==> src/rtl/nombre_pkg.sv <==
// Shared types and constants for the name scroller: state encoding, tape layout
// and the tape lookup used to pick the letter code shown on each digit.
package nombre_pkg;

    typedef enum logic [1:0] {
        IDLE   = 2'd0,
        RUN    = 2'd1,
        FREEZE = 2'd2
    } state_t;

    localparam logic [3:0] BLANK_DEFAULT = 4'hF;
    localparam int         NAME_LEN      = 8;
    localparam int         DIGITS        = 4;
    localparam logic [3:0] POS_MAX       = 4'd12;

    // Tape is DIGITS blanks, the NAME_LEN letters, then DIGITS blanks.
    localparam logic [3:0] TAPE_FIRST = 4'(DIGITS);
    localparam logic [3:0] TAPE_LAST  = 4'(DIGITS + NAME_LEN - 1);

    function automatic logic [3:0] tape_code(input logic [3:0] p,
                                             input logic [1:0] d,
                                             input logic [3:0] blank);
        logic [1:0] off;
        logic [3:0] idx;
        off = 2'd3 - d;
        idx = p + {2'b00, off};
        if (idx >= TAPE_FIRST && idx <= TAPE_LAST)
            tape_code = idx - TAPE_FIRST;
        else
            tape_code = blank;
    endfunction

endpackage

==> src/rtl/nombre_scroller_tick_div.sv <==
// Free-running divider: counts 0..DIV-1 while cnt_en is high and flags the
// terminal count combinationally so the owner can act on the same edge.
module tick_div #(
    parameter int DIV = 2
) (
    input  logic clk,
    input  logic rst_n,
    input  logic clr,
    input  logic cnt_en,
    output logic tick
);
    localparam int W = $clog2(DIV);

    logic [W-1:0] cnt;

    assign tick = cnt_en && (cnt == W'(DIV - 1));

    always_ff @(posedge clk or negedge rst_n) begin
        if (!rst_n)
            cnt <= '0;
        else if (clr)
            cnt <= '0;
        else if (cnt_en)
            cnt <= tick ? '0 : cnt + W'(1);
    end

endmodule

==> src/rtl/nombre_scroller.sv <==
// Scrolls the 8-letter name across a 4-digit multiplexed display.
// Define NOMBRE_SCROLL_BOUNCE_EN to make the window bounce between 0 and 12.
//
// state  | meaning
// IDLE   | display blank, pos held at 0
// RUN    | scanning digits and stepping the window
// FREEZE | scanning digits, window position and step count held
module nombre_scroller
    import nombre_pkg::*;
#(
    parameter int         MUX_DIV    = 50000,
    parameter int         STEP_DIV   = 12500000,
    parameter logic [3:0] BLANK_CODE = BLANK_DEFAULT
) (
    input  logic       clk,
    input  logic       rst_n,
    input  logic       en,
    input  logic       hold,
    output logic [3:0] bcd,
    output logic [3:0] an,
    output logic [3:0] pos,
    output logic       wrap
);

    state_t     state, state_nxt;
    logic [1:0] digit;
    logic       scan_clr, scan_en, scan_tick;
    logic       step_clr, step_en, step_tick;
    logic       step_go;

    always_ff @(posedge clk or negedge rst_n) begin
        if (!rst_n)
            state <= IDLE;
        else
            state <= state_nxt;
    end

    always_comb begin
        state_nxt = state;
        case (state)
            IDLE:    if (en) state_nxt = RUN;
            RUN:     if (!en) state_nxt = IDLE;
                     else if (hold) state_nxt = FREEZE;
            FREEZE:  if (!en) state_nxt = IDLE;
                     else if (!hold) state_nxt = RUN;
            default: state_nxt = IDLE;
        endcase
    end

    assign scan_clr = (state == IDLE);
    assign scan_en  = (state != IDLE);
    assign step_clr = (state != RUN) && (state_nxt == RUN);
    assign step_en  = (state == RUN);
    // A step landing on the same edge that leaves RUN is dropped.
    assign step_go  = step_tick && (state == RUN) && (state_nxt == RUN);

    tick_div #(.DIV(MUX_DIV)) u_scan_div (
        .clk    (clk),
        .rst_n  (rst_n),
        .clr    (scan_clr),
        .cnt_en (scan_en),
        .tick   (scan_tick)
    );

    tick_div #(.DIV(STEP_DIV)) u_step_div (
        .clk    (clk),
        .rst_n  (rst_n),
        .clr    (step_clr),
        .cnt_en (step_en),
        .tick   (step_tick)
    );

    always_ff @(posedge clk or negedge rst_n) begin
        if (!rst_n)
            digit <= 2'd3;
        else if (state == IDLE)
            digit <= 2'd3;
        else if (scan_tick)
            digit <= digit - 2'd1;
    end

`ifdef NOMBRE_SCROLL_BOUNCE_EN
    logic dir_rev;

    always_ff @(posedge clk or negedge rst_n) begin
        if (!rst_n) begin
            pos     <= '0;
            wrap    <= 1'b0;
            dir_rev <= 1'b0;
        end else begin
            wrap <= 1'b0;
            if (state_nxt == IDLE) begin
                pos     <= '0;
                dir_rev <= 1'b0;
            end else if (step_go) begin
                if (!dir_rev) begin
                    if (pos == POS_MAX) begin
                        pos     <= POS_MAX - 4'd1;
                        dir_rev <= 1'b1;
                        wrap    <= 1'b1;
                    end else begin
                        pos <= pos + 4'd1;
                    end
                end else begin
                    if (pos == 4'd0) begin
                        pos     <= 4'd1;
                        dir_rev <= 1'b0;
                        wrap    <= 1'b1;
                    end else begin
                        pos <= pos - 4'd1;
                    end
                end
            end
        end
    end
`else
    always_ff @(posedge clk or negedge rst_n) begin
        if (!rst_n) begin
            pos  <= '0;
            wrap <= 1'b0;
        end else begin
            wrap <= 1'b0;
            if (state_nxt == IDLE) begin
                pos <= '0;
            end else if (step_go) begin
                if (pos == POS_MAX) begin
                    pos  <= '0;
                    wrap <= 1'b1;
                end else begin
                    pos <= pos + 4'd1;
                end
            end
        end
    end
`endif

    // Blanking on the edge that enters IDLE keeps an/bcd from lagging the state.
    always_ff @(posedge clk or negedge rst_n) begin
        if (!rst_n) begin
            an  <= 4'b1111;
            bcd <= BLANK_CODE;
        end else if (state == IDLE || state_nxt == IDLE) begin
            an  <= 4'b1111;
            bcd <= BLANK_CODE;
        end else begin
            an  <= ~(4'b0001 << digit);
            bcd <= tape_code(pos, digit, BLANK_CODE);
        end
    end

endmodule

==> config.mk <==
export PLATFORM = sky130hd
export DESIGN_NAME = nombre_scroller
export DESIGN_NICKNAME = d
export VERILOG_FILES = /design/src/rtl/nombre_pkg.sv /design/src/rtl/nombre_scroller_tick_div.sv /design/src/rtl/nombre_scroller.sv
export SDC_FILE = /design/constraint.sdc
export NUM_CORES = 1
export LEC_CHECK = 0
export CAP_MARGIN = 10
export CORE_ASPECT_RATIO = 0.5
export CORE_MARGIN = 2
export CORE_UTILIZATION = 64
export DETAILED_ROUTE_END_ITERATION = 10
export GPL_TIMING_DRIVEN = 1
export MAX_ROUTING_LAYER = met4
export PLACE_DENSITY = 0.84
export REMOVE_ABC_BUFFERS = 1
export SYNTH_ARGS = -nofsm -noshare
export SYNTH_HDL_FRONTEND = slang
export SYNTH_SLANG_ARGS = --single-unit
==> constraint.sdc <==
create_clock -name clk -period 6.2 [get_ports clk]
set_clock_uncertainty 0.15 [all_clocks]
set_input_delay 1.55 -clock clk [delete_from_list [all_inputs] [get_ports clk]]
set_output_delay 1.55 -clock clk [all_outputs]
set_load 0.005 [all_outputs]
# Word level (Yosys, flattened, before mapping)
# Cells that the tools add are included.
# totals
register_bits,57
in_bits,4
out_inout_bits,13
wordCells,63
# op_classes
n_addsub,7
n_lt_le_gt_ge,2
eq_ne,7
n_shift,1
muxes,23
n_bitwise,1
n_reduce_logical,14
# op_table
cell,n
2-to-1 mux 24 bit,3
2-to-1 mux 16 bit,3
"adder 24 x 1 -> 24 bit, second input constant",1
"== test 24 bit, second input constant",1
2-to-1 mux 4 bit,6
"adder 16 x 1 -> 16 bit, second input constant",1
"== test 16 bit, second input constant",1
2-to-1 mux 2 bit,7
nonzero test 2 bit,5
logical AND 1 bit,6
case mux 2 bit (3 select lines),1
"adder 4 x 1 -> 4 bit, second input constant",1
adder 4 x 2 -> 4 bit,1
"== test 2 x 1 -> 1 bit, second input constant",2
"== test 4 bit, second input constant",1
">= comparator 4 x 3 -> 1 bit, second input constant",1
"<= comparator 4 bit, second input constant",1
zero test 2 bit,2
inverter 4 bit,1
"<< shifter 1 x 2 -> 4 bit, first input constant",1
"subtractor 4 x 3 -> 4 bit, second input constant",1
2-to-1 mux 1 bit,3
"== test 2 bit, second input constant",1
"inequality test 2 x 1 -> 1 bit, second input constant",1
3 further kinds,3

# Depth between registers and ports, before layout
# logic_depth
word_depth,7
depth_mapped,8
mapped_depth_nobuf,8

# Hierarchy
# From an unflattened synthesis, not the netlist that was laid out.
# hier_totals
hier_cells,316
hier_area_um2,3160.5
# by_module_without_submodules
mod,n_inst,cells_each,area_each_um2,seq_area_each_um2
tick_div (u_step_div),1,140,1381.3,600.6
nombre_scroller,1,87,914.6,437.9
tick_div (u_scan_div),1,89,864.6,400.4

# Least setup slack after synthesis
# No wires, ideal clock.
# synth_path
path_kind,input port to flip-flop
startpoint,input port hold
endpoint,register u_step_div.cnt[10]
setup_ns,0.139
arrival_time_ns,2.364
required_time_ns,5.911
slack_ns,3.547
cell_stages,5
path_buffers,2
path_cell_list,o21ai_0 o21a_1 buf_4 clkbuf_1 a31oi_1
# synth_via
elab_chain_len,6
elab_cells_between_ends,9
classes_between,eq/ne: 1; mux: 6; reduce/logical: 2
# synth_rtl
item,line,source
"start, declared",nombre_scroller.sv:18,"input logic hold,"
"2-to-1 mux 2 bit, on equally long branches","nombre_scroller.sv:45, nombre_scroller.sv:43",
"2-to-1 mux 2 bit, on equally long branches","nombre_scroller.sv:44, nombre_scroller.sv:42",
case mux 2 bit (3 select lines) *,nombre_scroller.sv:40,case (state)
== test 2 x 1 -> 1 bit *,nombre_scroller.sv:52,assign step_clr = (state != RUN) && (state_nxt == RUN);
logical AND 1 bit *,nombre_scroller.sv:52,
2-to-1 mux 24 bit or nonzero test 2 bit (tied branches),n/a,
"end signal, assigned",nombre_scroller_tick_div.sv:24,cnt <= tick ? '0 : cnt + W'(1);
"end, declared",nombre_scroller_tick_div.sv:14,logic [W-1:0] cnt;
# Mark *: on every way between the ends. The rest lies on a longest branch, timed or not.
# A chain may end at the register's enable or synchronous reset.

# Final worst setup path
# layout_path
startpoint,input port hold
endpoint,register u_step_div.cnt[21]
# The elaborated chain is that of the path after synthesis.

==> run summary <==
The flow ran to the end, and the final reports show no timing, DRC or antenna violations. Setup total negative slack on the finished layout was measured at 0 ps. In this run the critical register-to-register path is launched from u_step_div.cnt[0]$_DFFE_PN0P_. Hold path depth: 1. The run gives 0 as the initial antenna violation count. The library cell used as clock root buffer is clkbuf_8.

The number of standard-cell rows in the floorplan was 17; the average cell area after synthesis was 9.61 µm². The count of clock tree sinks is 57. In the synthesized netlist, the number of instances is 316. Traced cell by cell, the critical path runs through clkdlybuf4s50_1 -> o21ai_0 -> o21a_1 -> o21ai_1 -> a21bo_1.

The sum of routed wire length over all layers is 6.17 mm. The die is 101 µm wide. The detail-routed net length per standard cell works out to 15.3 µm. The number of clock buffers added by TritonCTS is 9. After global routing the overflow that remains totals 0. Among all flip-flop cells after synthesis, the most frequent one is dfrtp_1. Of all cell types, the one taking the most synthesized area is dfrtp_1.

In this run the power density over the cells is 267 nW/µm². The count of flip-flops with a built-in enable after synthesis is 0. The finished layout holds 403 standard cells, fillers aside. The hold violation count in the final report was 0; the total of max-cap violations was 0.

Summing the sequential cell areas from Yosys gives 47.4% of the chip area. STA classifies the critical path startpoint as an input port. Clock-pin transition on the worst setup and hold timing paths: 70 ps. Setup violations remaining at the end of the flow were counted as 0. Counting flops and latches in the post-synthesis netlist gives 57. The tools report the violation count after the first detailed-routing iteration as 144. The number of placed instances, taps included was 387. The path with the worst hold slack has its endpoint at u_scan_div.cnt[0]$_DFF_PN0_.

The number of input and output port buffers inserted was 16; the fraction of post-synthesis cell area in the top cell type by area was 38.7%. The share of post-route cells with drive strength above 1 was 11.0%. Across the VDD grid, the largest voltage drop is 0.000141 V. Relative to the synthesized area, the layout overhead comes to 12.9%.

Number of pins exceeding their max-slew limit in the final report: 0. By count the netlist is led by dfrtp_1, nand2_1, nor2_1. STA classifies the critical path endpoint as a flip-flop. The path type of the worst setup path is input port to flip-flop. The number of gates resized after cts was 0. Post-CTS repair timing setup buffer count: 0.

The synthesized netlist contains 50 unique library cells. TritonCTS built the clock tree. On the worst path, the slowest cell contributes a delay of 610 ps.

In this run the number of H-tree levels came out at 3. For flop-to-flop paths, the worst setup slack is 3440 ps. Critical hold path startpoint: u_scan_div.cnt[0]$_DFF_PN0_. The via density per instance was 5.95; the final layout net count was 348.

Yosys attributes the largest share of cell area to dfrtp_1, dfstp_2, nand2_1. The highest attainable clock frequency is 0.315 GHz. The actual slew at the worst max-slew pin is 1070 ps. The run gives 58 as the pin count of the biggest net entering global routing. The worst reg-to-reg path cell count is 6. The first detailed-routing pass ran for 5 iterations. The fraction of synthesis flops using an asynchronous set or reset pin was 100%.

The type of the tightest min-delay check was flip-flop to flip-flop. For the worst setup path, the data required time is 6280 ps. The tools report the data arrival time at the worst-slack endpoint as 3250 ps. In this run the cell area of the synthesized design comes to 3040 µm².

For the worst-skew pair, the clock arrives at the later sink with an insertion delay of 330 ps. The clock period minus final worst setup slack was 3170 ps; the leakage power figure was 1.41 nW. Yosys instantiated no cell more often than dfrtp_1. The global-route wire length before repair is 10.6 mm.

Once detail routing completed, the nets flagged for antenna violations numbered 0. Detailed placement finished with a half-perimeter wire length of 3.91 mm. Die outline area: 5350 µm². The run gives 2399 as the via count.

The via count of the first global-routing pass is 2334, and the number of hold buffers added after CTS is 0. The tools report the number of diodes as 0. During I/O placement, the number of pins put on the boundary was 17. After floorplanning, the core was sized to cover 4490 µm². The slowest library cell on the worst path is o21a_1. The worst relative slew slack was 28.1%. In this run the critical register-to-register path is captured at u_step_div.cnt[12]$_DFFE_PN0P_.

The clock passes through at most 2 buffers. Setup repair after global routing left no endpoint under its margin. The Yosys warning count was 0; the overall die height was 52.7 µm. The fraction of the cycle the final worst path needs is 51.1%. The initial utilization of the core area, before any placement, comes to 67.7%. For this run, the total global-route usage over all layers was measured as 27.4%.

The congestion estimate from routability-driven global placement came to 0.837. In this run the worst path has a maximum fanout of 17. The residual DRC count is 0.
==> layout make-up <==
cell class,count,area [µm²]
clock buffers,15,196
clock inverters,1,30.0
fillers,303,1060
inverters,11,41.3
multi-input cells,236,1480
flip-flops and latches,57,1440
well taps,66,82.6
repair buffers,17,163
==> stage by stage <==
step | power, mW | utilization [%] | setup slack, ps | area [µm²] | hold slack, ps
after floorplan | 0.502 | - | 3510 | 2960 | 298
after global placement | 0.529 | 71.4 | 2770 | 3200 | 315
after detailed placement | 0.538 | 71.4 | 2700 | 3200 | 337
after CTS | 0.921 | 76.4 | 3080 | 3430 | 345
after global routing | 0.953 | 76.4 | 2880 | 3430 | 387
final | 0.915 | 76.4 | 3030 | 3430 | 356
==> critical path, delay by kind of cell <==
kind | cells | cell delay [ps]
AO/OA/AOI/OAI | 4 | 1230
buffers and inverters | 1 | 480
==> layout by cell type (no fill, tap or decap), types with 4 or more instances in the layout <==
| cell | instances |
|---|---|
| ha_1 | 11 |
| dfstp_2 | 10 |
| nand3b_1 | 4 |
| a21oi_1 | 19 |
| clkdlybuf4s50_1 | 15 |
| and4_1 | 4 |
| o21ai_1 | 4 |
| and3_1 | 5 |
| nand3_1 | 12 |
| a31oi_1 | 18 |
| clkbuf_8 | 14 |
| nand2_1 | 37 |
| o21ai_0 | 16 |
| nand2b_1 | 4 |
| dfrtp_1 | 47 |
| xnor2_1 | 8 |
| nor2_1 | 30 |
| or3_1 | 5 |
| inv_1 | 11 |
| nor3_1 | 7 |
| nand4_1 | 6 |
| xor2_1 | 8 |
==> worst max path at each step <==
stage / start / end / slack, ps / cells past startpoint
after global placement: hold / u_step_div.cnt[21]$_DFFE_PN0P_ / 2770 / 5
after floorplan: hold / u_step_div.cnt[21]$_DFFE_PN0P_ / 3510 / 4
after CTS: hold / u_step_div.cnt[21]$_DFFE_PN0P_ / 3080 / 5
after detailed placement: hold / u_step_div.cnt[21]$_DFFE_PN0P_ / 2700 / 5
final: hold / u_step_div.cnt[21]$_DFFE_PN0P_ / 3030 / 5
after global routing: hold / u_step_div.cnt[21]$_DFFE_PN0P_ / 2880 / 5
==> metal layers <==
layer	GRT usage (%)	up-vias	part of all wire, %
li1	-	1159	-
met1	31.7	1170	44
met2	46.4	66	51
met3	8.13	4	5.0
met4	9.91	0	0.73
met5	-	-	0
==> logic make-up (layout without fill, tap and decap cells) <==
group / Yosys count / count (layout) / synth area share [%]
xor+xnor: 16 / 16 / 4.61
fa+ha+maj: 12 / 12 / 5.19
flops: 57 / 57 / 47.4
compound gates: 74 / 74 / 14.7
buf+inv: 23 / 44 / 3.95
simple gates: 134 / 134 / 24.2
==> state kept, by name, summed over array words and instances, names as in the netlist <==
name and cells:
digit 2, state 2, pos 4, bcd 4
wrap 1, u_scan_div.cnt 16, u_step_div.cnt 24, an 4
==> power by group <==
group / switching, mW / leakage (nW) / internal (mW)
combinational: 0.0481 / 0.544 / 0.0324
sequential: 0.0485 / 0.748 / 0.404
clock: 0.141 / 0.116 / 0.241
No activity file was read; power rests on OpenSTA's default activity.
